`config.mk`:
```
export PLATFORM = sky130hd
export DESIGN_NAME = rsa_encrypt_core_flat
export DESIGN_NICKNAME = d
export VERILOG_FILES = /design/src/rtl/rsa_encrypt_core_if.sv /design/src/rtl/rsa_encrypt_core.sv /design/src/flat_wrapper.sv
export SDC_FILE = /design/constraint.sdc
export NUM_CORES = 2
export LEC_CHECK = 0
export ABC_AREA = 1
export CAP_MARGIN = 10
export CORE_ASPECT_RATIO = 1.25
export CORE_MARGIN = 2
export CORE_UTILIZATION = 50
export CTS_CLUSTER_DIAMETER = 60
export CTS_CLUSTER_SIZE = 25
export DETAILED_ROUTE_END_ITERATION = 8
export PLACE_DENSITY = 0.69
export SKIP_CTS_REPAIR_TIMING = 1
export SKIP_LAST_GASP = 1
export SLEW_MARGIN = 20
export SYNTH_ARGS = -nofsm -noshare
export SYNTH_HDL_FRONTEND = slang
export SYNTH_SLANG_ARGS = --single-unit
```
`constraint.sdc`:
```
create_clock -name clk -period 7 [get_ports clk]
set_input_delay 1.05 -clock clk [delete_from_list [all_inputs] [get_ports clk]]
set_output_delay 1.05 -clock clk [all_outputs]
set_load 0.02 [all_outputs]
```
`src/rtl/rsa_encrypt_core_if.sv`:
```
// rtl/rsa_encrypt_core_if.sv - start/operand/result bundle for the RSA encryption engine
interface rsa_encrypt_core_if #(
  parameter int DATA_WIDTH = 64
);
  logic                  startInput;
  logic                  getResult;
  logic [DATA_WIDTH-1:0] m_input;
  logic [DATA_WIDTH-1:0] e_input;
  logic [DATA_WIDTH-1:0] n_input;
  logic                  busy;
  logic                  done;
  logic                  error;
  logic [DATA_WIDTH-1:0] res_out;
  logic [2:0]            state;

  modport master (
    output startInput, getResult, m_input, e_input, n_input,
    input  busy, done, error, res_out, state
  );

  modport slave (
    input  startInput, getResult, m_input, e_input, n_input,
    output busy, done, error, res_out, state
  );
endinterface

```
`src/rtl/rsa_encrypt_core.sv`:
```
// rtl/rsa_encrypt_core.sv - m^e mod n by left-to-right square-and-multiply over bit-serial modmul
module rsa_encrypt_core #(
  parameter int DATA_WIDTH = 64,
  parameter int CNT_WIDTH  = 7
) (
  input logic               clk,
  input logic               reset,
  rsa_encrypt_core_if.slave bus
);
  localparam int W = DATA_WIDTH;
  localparam logic [CNT_WIDTH-1:0] LAST_BIT = CNT_WIDTH'(DATA_WIDTH - 1);

  typedef enum logic [2:0] {
    IDLE  = 3'd0,
    CHECK = 3'd1,
    SCAN  = 3'd2,
    SQR   = 3'd3,
    MUL   = 3'd4,
    DONE  = 3'd5
  } state_t;

  state_t               state_q, state_d;
  logic [W-1:0]         m_q, m_d, e_q, e_d, n_q, n_d;
  logic [W-1:0]         acc_q, acc_d, p_q, p_d, b_q, b_d, res_q, res_d;
  logic [CNT_WIDTH-1:0] cnt_q, cnt_d, k_q, k_d, i_q, i_d;
  logic                 busy_q, busy_d, done_q, done_d, error_q, error_d;

  // One modmul iteration: P = 2P mod n, then optionally + acc mod n.
  // Both reductions are a single subtract because P, acc < n.
  logic [W:0]   dbl, sum;
  logic [W-1:0] red1, red2, p_step;

  always_comb begin
    dbl    = {p_q, 1'b0};
    red1   = (dbl >= {1'b0, n_q}) ? W'(dbl - {1'b0, n_q}) : W'(dbl);
    sum    = {1'b0, red1} + {1'b0, acc_q};
    red2   = (sum >= {1'b0, n_q}) ? W'(sum - {1'b0, n_q}) : W'(sum);
    p_step = b_q[W-1] ? red2 : red1;
  end

  always_comb begin
    state_d = state_q;
    m_d     = m_q;
    e_d     = e_q;
    n_d     = n_q;
    acc_d   = acc_q;
    p_d     = p_q;
    b_d     = b_q;
    res_d   = res_q;
    cnt_d   = cnt_q;
    k_d     = k_q;
    i_d     = i_q;
    busy_d  = busy_q;
    done_d  = done_q;
    error_d = error_q;

    case (state_q)
      IDLE: begin
        if (bus.startInput) begin
          m_d     = bus.m_input;
          e_d     = bus.e_input;
          n_d     = bus.n_input;
          busy_d  = 1'b1;
          error_d = 1'b0;
          cnt_d   = LAST_BIT;
          state_d = CHECK;
        end
      end
      CHECK: begin
        if (n_q == '0 || m_q >= n_q) begin
          error_d = 1'b1;
          acc_d   = '0;
          busy_d  = 1'b0;
          state_d = DONE;
        end else if (e_q == '0) begin
          acc_d   = (n_q == W'(1)) ? '0 : W'(1);
          busy_d  = 1'b0;
          state_d = DONE;
        end else begin
          state_d = SCAN;
        end
      end
      SCAN: begin
        e_d = e_q << 1;
        if (e_q[W-1]) begin
          acc_d = m_q;
          if (cnt_q == '0) begin
            busy_d  = 1'b0;
            state_d = DONE;
          end else begin
            k_d     = cnt_q;
            p_d     = '0;
            b_d     = m_q;
            i_d     = LAST_BIT;
            state_d = SQR;
          end
        end else begin
          cnt_d = cnt_q - 1'b1;
        end
      end
      SQR, MUL: begin
        p_d = p_step;
        b_d = b_q << 1;
        i_d = i_q - 1'b1;
        if (i_q == '0) begin
          acc_d = p_step;
          p_d   = '0;
          i_d   = LAST_BIT;
          // e_q[W-1] is the exponent bit belonging to the square just finished
          if (state_q == SQR && e_q[W-1]) begin
            b_d     = m_q;
            state_d = MUL;
          end else begin
            e_d = e_q << 1;
            k_d = k_q - 1'b1;
            if (k_q == CNT_WIDTH'(1)) begin
              busy_d  = 1'b0;
              state_d = DONE;
            end else begin
              b_d     = p_step;
              state_d = SQR;
            end
          end
        end
      end
      DONE: begin
        if (!done_q) begin
          done_d = 1'b1;
          res_d  = error_q ? '0 : acc_q;
        end else if (bus.getResult) begin
          done_d  = 1'b0;
          error_d = 1'b0;
          state_d = IDLE;
        end
      end
      default: state_d = IDLE;
    endcase
  end

  always_ff @(posedge clk) begin
    if (reset) begin
      state_q <= IDLE;
      m_q     <= '0;
      e_q     <= '0;
      n_q     <= '0;
      acc_q   <= '0;
      p_q     <= '0;
      b_q     <= '0;
      res_q   <= '0;
      cnt_q   <= '0;
      k_q     <= '0;
      i_q     <= '0;
      busy_q  <= 1'b0;
      done_q  <= 1'b0;
      error_q <= 1'b0;
    end else begin
      state_q <= state_d;
      m_q     <= m_d;
      e_q     <= e_d;
      n_q     <= n_d;
      acc_q   <= acc_d;
      p_q     <= p_d;
      b_q     <= b_d;
      res_q   <= res_d;
      cnt_q   <= cnt_d;
      k_q     <= k_d;
      i_q     <= i_d;
      busy_q  <= busy_d;
      done_q  <= done_d;
      error_q <= error_d;
    end
  end

  assign bus.busy    = busy_q;
  assign bus.done    = done_q;
  assign bus.error   = error_q;
  assign bus.res_out = res_q;
  assign bus.state   = state_q;
endmodule
```
`src/flat_wrapper.sv`:
```
// flat-port wrapper written by rule: the top's interface ports become plain ports
module rsa_encrypt_core_flat 
#(
  parameter int DATA_WIDTH = 64,
  parameter int CNT_WIDTH  = 7
)
  (clk, reset, bus_startInput, bus_getResult, bus_m_input, bus_e_input, bus_n_input, bus_busy, bus_done, bus_error, bus_res_out, bus_state);
  rsa_encrypt_core_if #(.DATA_WIDTH(DATA_WIDTH)) bus_i ();
  input logic clk;
  input logic reset;
  input wire logic [$bits(bus_i.startInput)-1:0] bus_startInput;
  input wire logic [$bits(bus_i.getResult)-1:0] bus_getResult;
  input wire logic [$bits(bus_i.m_input)-1:0] bus_m_input;
  input wire logic [$bits(bus_i.e_input)-1:0] bus_e_input;
  input wire logic [$bits(bus_i.n_input)-1:0] bus_n_input;
  output wire logic [$bits(bus_i.busy)-1:0] bus_busy;
  output wire logic [$bits(bus_i.done)-1:0] bus_done;
  output wire logic [$bits(bus_i.error)-1:0] bus_error;
  output wire logic [$bits(bus_i.res_out)-1:0] bus_res_out;
  output wire logic [$bits(bus_i.state)-1:0] bus_state;
  assign bus_i.startInput = bus_startInput;
  assign bus_i.getResult = bus_getResult;
  assign bus_i.m_input = bus_m_input;
  assign bus_i.e_input = bus_e_input;
  assign bus_i.n_input = bus_n_input;
  assign bus_busy = bus_i.busy;
  assign bus_done = bus_i.done;
  assign bus_error = bus_i.error;
  assign bus_res_out = bus_i.res_out;
  assign bus_state = bus_i.state;
  rsa_encrypt_core #(.DATA_WIDTH(DATA_WIDTH), .CNT_WIDTH(CNT_WIDTH)) u_core (.clk(clk), .reset(reset), .bus(bus_i));
endmodule
```
* Word-level counts from Yosys, hierarchy flattened
Index checks and enable logic that the tools add are counted.
** Word-level totals
- Output and inout port bits :: 70
- Register bits :: 475
- Bits of input ports :: 196
- Logic and storage cells :: 130
** Cells by class
- Eq/ne operators :: 19
- Reduce and logical (&&, ||, !) cells :: 24
- Multiplexer cells :: 63
- Bitwise logic cells :: 1
- Add/subtract/negate cells :: 6
- Order comparisons :: 3
** Operators with widths (count)
- 2-to-1 mux 64 bit :: 19
- one-hot mux 64 bit (3 select lines) :: 2
- one-hot mux 64 bit (2 select lines) :: 2
- greater-or-equal comparator 65 x 64 -> 1 bit :: 2
- zero test 64 bit :: 2
- subtractor 64 bit :: 2
- adder 64 x 64 -> 65 bit :: 1
- equality test 64 x 1 -> 1 bit, second input constant :: 1
- greater-or-equal comparator 64 bit :: 1
- 2-to-1 mux 7 bit :: 9
- one-hot mux 7 bit (2 select lines) :: 3
- 2-to-1 mux 3 bit :: 10
- subtractor 7 x 1 -> 7 bit, second input constant :: 3
- 2-to-1 mux 1 bit :: 15
- one-hot mux 3 bit (5 select lines) :: 1
- AND reduction 5 bit :: 3
- zero test 7 bit :: 2
- != test 2 x 1 -> 1 bit, second input constant :: 6
- != test 2 bit, second input constant :: 5
- nonzero test 3 bit :: 3
- AND reduction 4 bit :: 2
- AND reduction 8 bit :: 1
- equality test 7 x 1 -> 1 bit, second input constant :: 1
- equality test 3 x 2 -> 1 bit, second input constant :: 2
- 14 further kinds :: 18

* Logic depth before layout (Yosys ltp)
- Depth in word-level cells :: 10
- Depth in mapped cells :: 54
- Mapped depth without buffers :: 52

* Least setup slack after synthesis
Ideal clock, no wire load.
- Path kind :: register to register
- From :: reg u_core.n_q[48]
- To :: reg u_core.acc_q[21]
- Slack :: 1353 ps
- Arrival time :: 5515 ps
- Required time :: 6868 ps
- Cell stages (with the launch flop) :: 52
- Path buffers :: 4
- Clock period less this slack :: 5647 ps
- Setup time :: 132 ps
- Cell sequence :: dfxtp_1 -> inv_1 -> ha_1 -> nand2_1 -> nor2_2 -> inv_2 -> nor3_2 -> nand2_1 -> nor3_2 -> nand2_2 -> nand2_2 -> nand2_4 -> nand2_4 -> buf_12 -> buf_6 -> nand2_1 -> inv_1 -> ha_1 -> (+16 left out) -> nor2_1 -> inv_1 -> nor2_2 -> nand2_1 -> nor2_1 -> nand4_1 -> nand4_2 -> nor2_8 -> nand2_4 -> buf_6 -> buf_6 -> nand2_1 -> nand2_1 -> nand2_1 -> nand3_1 -> nand2_1 -> nand2_1 -> a21oi_2
** Between the ends
- Longest elaborated chain between the ends :: 8
- Elaborated cells between the ends (all ways) :: 16
- Those cells by class :: 3 x add/sub; 3 x order compare; 1 x eq/ne; 6 x mux; 3 x reduce/logical
** RTL lines
- start, declared :: line rsa_encrypt_core.sv:23 : logic [W-1:0] m_q, m_d, e_q, e_d, n_q, n_d;
- start signal, assigned :: line rsa_encrypt_core.sv:160 : n_q <= n_d;
- greater-or-equal comparator 65 x 64 -> 1 bit / subtractor 64 bit (equally long branches) :: line rsa_encrypt_core.sv:35 : red1 = (dbl >= {1'b0, n_q}) ? W'(dbl - {1'b0, n_q}) : W'(dbl);
- 2-to-1 mux 64 bit :: line rsa_encrypt_core.sv:35
- adder 64 x 64 -> 65 bit :: line rsa_encrypt_core.sv:36 : sum = {1'b0, red1} + {1'b0, acc_q};
- subtractor 64 bit / greater-or-equal comparator 65 x 64 -> 1 bit (equally long branches) :: line rsa_encrypt_core.sv:37 : red2 = (sum >= {1'b0, n_q}) ? W'(sum - {1'b0, n_q}) : W'(sum);
- 2-to-1 mux 64 bit :: line rsa_encrypt_core.sv:37
- 2-to-1 mux 64 bit :: line rsa_encrypt_core.sv:38 : p_step = b_q[W-1] ? red2 : red1;
- 2-to-1 mux 64 bit :: line rsa_encrypt_core.sv:105 : if (i_q == '0) begin
- one-hot mux 64 bit (3 select lines) :: line rsa_encrypt_core.sv:57 : case (state_q)
- end signal, assigned :: line rsa_encrypt_core.sv:146 : acc_q <= '0;
- end signal, assigned :: line rsa_encrypt_core.sv:161 : acc_q <= acc_d;
- end, declared :: line rsa_encrypt_core.sv:24 : logic [W-1:0] acc_q, acc_d, p_q, p_d, b_q, b_d, res_q, res_d;
Several ways; a longest one is shown, not always the timed one. The select of a mux whose other input is x is not followed.
A chain may end at the register's enable or synchronous reset.

* Worst setup path in the final report
- From :: reg u_core.n_q[24]
- To :: reg u_core.b_q[62]
** Between the ends
- Longest elaborated chain between the ends :: 10
- Elaborated cells between the ends (all ways) :: 12
- Those cells by class :: 3 x add/sub; 2 x order compare; 7 x mux
** RTL lines
- subtractor 64 bit / greater-or-equal comparator 65 x 64 -> 1 bit (equally long branches) :: line rsa_encrypt_core.sv:35
- 2-to-1 mux 64 bit :: line rsa_encrypt_core.sv:35
- adder 64 x 64 -> 65 bit :: line rsa_encrypt_core.sv:36
- subtractor 64 bit / greater-or-equal comparator 65 x 64 -> 1 bit (equally long branches) :: line rsa_encrypt_core.sv:37
- 2-to-1 mux 64 bit :: line rsa_encrypt_core.sv:37
- 2-to-1 mux 64 bit (*) :: line rsa_encrypt_core.sv:38
- 2-to-1 mux 64 bit (*) :: line rsa_encrypt_core.sv:116 : if (k_q == CNT_WIDTH'(1)) begin
- 2-to-1 mux 64 bit (*) :: line rsa_encrypt_core.sv:110 : if (state_q == SQR && e_q[W-1]) begin
- 2-to-1 mux 64 bit (*) :: line rsa_encrypt_core.sv:105
- one-hot mux 64 bit (2 select lines) (*) :: line rsa_encrypt_core.sv:57
- end signal, assigned :: line rsa_encrypt_core.sv:148 : b_q <= '0;
- end signal, assigned :: line rsa_encrypt_core.sv:163 : b_q <= b_d;
- end, declared :: line rsa_encrypt_core.sv:24
Every way passes the cells marked *; elsewhere a longest branch is shown, timed or not.

==> metrics.cfg <==
[status]
status = finished with violations
violations = design-rule violations, negative setup slack

[floorplanning]
die_w_um = 268
fp.dieArea_um2 = 89800
num_rows = 121
initial_core_util_pct = 50.3
ios = 266
die_y_um = 335
coreArea_um2 = 86900

[power_and_ir_drop]
ir_drop_uv = 394
powerDensity_nw_per_um2 = 284
p_leak_nw = 32.2

[route]
vias = 60454
routedWlPerCell_um = 23.3
drtIter0Drc = 7854
drt-total-wl_um = 241000
ant_nets = 0
viasPerCell = 5.85
firstDrtPassIters = 9
drc = 9

[synth]
synth.top_cells.by_area = nand2_1, dfxtp_1, inv_1
synth_fp_nets = 8192
ys_seq_area_share_pct = 21.8
synthArstFlopShare_pct = 0
yosysMostFrequentCell = nand2_1
synth_area_leader_cell = nand2_1
synth_seq_cells = 475
yosys_warnings = 0
syn_area_per_cell_um2 = 5.65
ys.flop_type = dfxtp_1
netlist_area_um2 = 43700
synth_cell_types = 55
yosysTopAreaCellShare_pct = 23.3
synth_edf_count = 0
synthCells = 7732
synth_commonest_cells = nand2_1, inv_1, a21oi_1, nand3_1, dfxtp_1

[sta]
maxSlewViolCount = 0
finalSetupViolCount = 139
timing.final.crit_share_pct = 103
tns_ns = -10.93
slew_headroom_pct = 24.1
layout_min_cycle_time_ns = 7.20
setup_slack_ns = -0.195
final-hold-violation-count = 0
tightest_slew_ns = 1.14
rsz0062_at_grt = yes
clock_skew_ns = 0.0398
fmax_ghz = 0.139

[clocking]
clock_sinks = 475
cts_root_buf = clkbuf_16
numCtsBuffers = 43
clk_pin_slew_ns = 0.09
ctsHtreeMaxLevel = 2
clockBufferDepth = 3
insertion_delay_ns = 0.68
cts_tree = yes

[global_route]
grt_overflow = 0
grt_util_all_layers_pct = 49.6
first_global_vias = 55421
grt_max_degree = 109
grt_pass1_wl_um = 332000
grt_antenna_before_repair = 9

[critical_path]
worstPathMaxFanout = 8
required_ns = 7.57
max_stage_delay_ns = 0.36
cp.arrival_ns = 7.76
crit_path_end_kind = register
cpMaxStageDelayCell = ha_1
critical_path_class = register to register
startpoint_type = register

[placed_design]
io_buffers = 265
dp_cells = 10142
gp_congestion = 1.14
dp_hpwl_um = 184000
dp_slack_ns = -0.750

[layout]
area_growth_pct = 45.7
final_util_pct = 73.3
stdcell_count = 10326
nets = 9579
drive_above_1_share_pct = 26.1

[hold_path]
hp-class = register to register

[run]
cap_viol_max_count = 0

routing by layer:
| layer | part of all wire [%] | track usage [%] | wire length, um |
|---|---|---|---|
| met1 | 35 | 55.9 | 83300 |
| met2 | 42 | 75.2 | 101000 |
| met3 | 13 | 17.2 | 32000 |
| met4 | 10 | 40.8 | 24600 |
| met5 | 0.027 | 0 | 64 |
worst max-delay path: cells and delay by family (launching register included):
| kind | cells | cell delay [ns] |
|---|---|---|
| adder cells (fa/ha/maj) | 3 | 0.95 |
| AND/OR/NAND/NOR | 30 | 3.62 |
| flip-flops | 1 | 0.34 |
| AO/OA/AOI/OAI | 2 | 0.35 |
| buffers and inverters | 13 | 1.68 |
| XOR/XNOR | 1 | 0.11 |
where the power goes:
group          internal (W)  switching [W]  total [W]  leakage (nW)
Combinational       0.00444        0.00718     0.0116          27.5
Clock               0.00141        0.00148    0.00289         0.809
Sequential          0.00316       0.000438    0.00359          3.88
Total               0.00901        0.00909     0.0181          32.2
sequential cells by signal (all words and copies together) (netlist names):
register,count
u_core.acc_q,64
u_core.b_q,64
u_core.bus.busy,1
u_core.bus.done,1
u_core.bus.error,1
u_core.bus.res_out,64
u_core.bus.state,3
u_core.cnt_q,7
u_core.e_q,64
u_core.i_q,7
u_core.k_q,7
u_core.m_q,64
u_core.n_q,64
u_core.p_q,64
path summary, 6_finish.rpt:
kind / depth (start not counted) / start / slack (ns) / end
setup / recovery: 49 / u_core.n_q[24] / -0.20 / u_core.b_q[62]
hold / removal: 1 / u_core.i_q[0] / 0.46 / u_core.i_q[0]
setup reg to reg: 49 / u_core.n_q[24] / -0.20 / u_core.b_q[62]
hold reg to reg: 1 / u_core.i_q[0] / 0.46 / u_core.i_q[0]
cells by family (layout without fill, tap and decap cells):
group,count (synthesis),count (layout),share of synthesized area (%)
AO/OA/AOI/OAI,1291,1291,16.0
XOR/XNOR,101,101,2.02
adder cells (fa/ha/maj),264,264,7.61
buffers and inverters,1469,2889,13.0
flip-flops,475,475,21.8
other,0,6,0
AND/OR/NAND/NOR,4132,4132,39.6
cells in the final DEF (no fill, tap or decap), types with 12 or more instances in the layout:
master           instances
nand2_2                288
nor2_4                  51
nor4_1                  32
nand3_2                 68
dfxtp_1                458
buf_12                  39
nand2_4                 53
xor2_1                  27
a21oi_1                750
nand3_1                628
nor2_1                 297
nor3_1                  34
dfxtp_2                 16
buf_6                   16
inv_1                 1086
ha_4                   108
nand4_1                 61
ha_1                   148
nor3_2                  12
buf_4                 1303
inv_2                   69
a21oi_2                 93
clkbuf_16               60
o21bai_1                21
o21ai_0                222
clkdlybuf4s50_1        264
nand3_4                 16
nor2_2                  80
a211oi_1               130
xnor2_1                 56
o21ai_1                 27
nand3b_1                44
nand2_1               2433
through the flow:
step / cell area, um2 / power, W / hold slack, ns
finish: 63700 / 0.0181 / 0.458
global route: 63700 / 0.0188 / 0.480
CTS: 58200 / 0.0165 / 0.457
detailed placement: 56500 / 0.0136 / 0.446
global placement: 56500 / 0.0135 / 0.438
floorplan: 43700 / 0.00858 / 0.422
layout make-up:
class,instances,area [um2]
Antenna cell,6,15.0
Clock buffer,46,1130
Clock inverter,32,559
Fill cell,7570,23200
Inverter,1169,4430
Multi-Input combinational cell,5788,32700
Sequential cell,475,9530
Tap cell,1168,1460
Timing Repair Buffer,1642,13900
No activity file was read; power rests on OpenSTA's default activity.
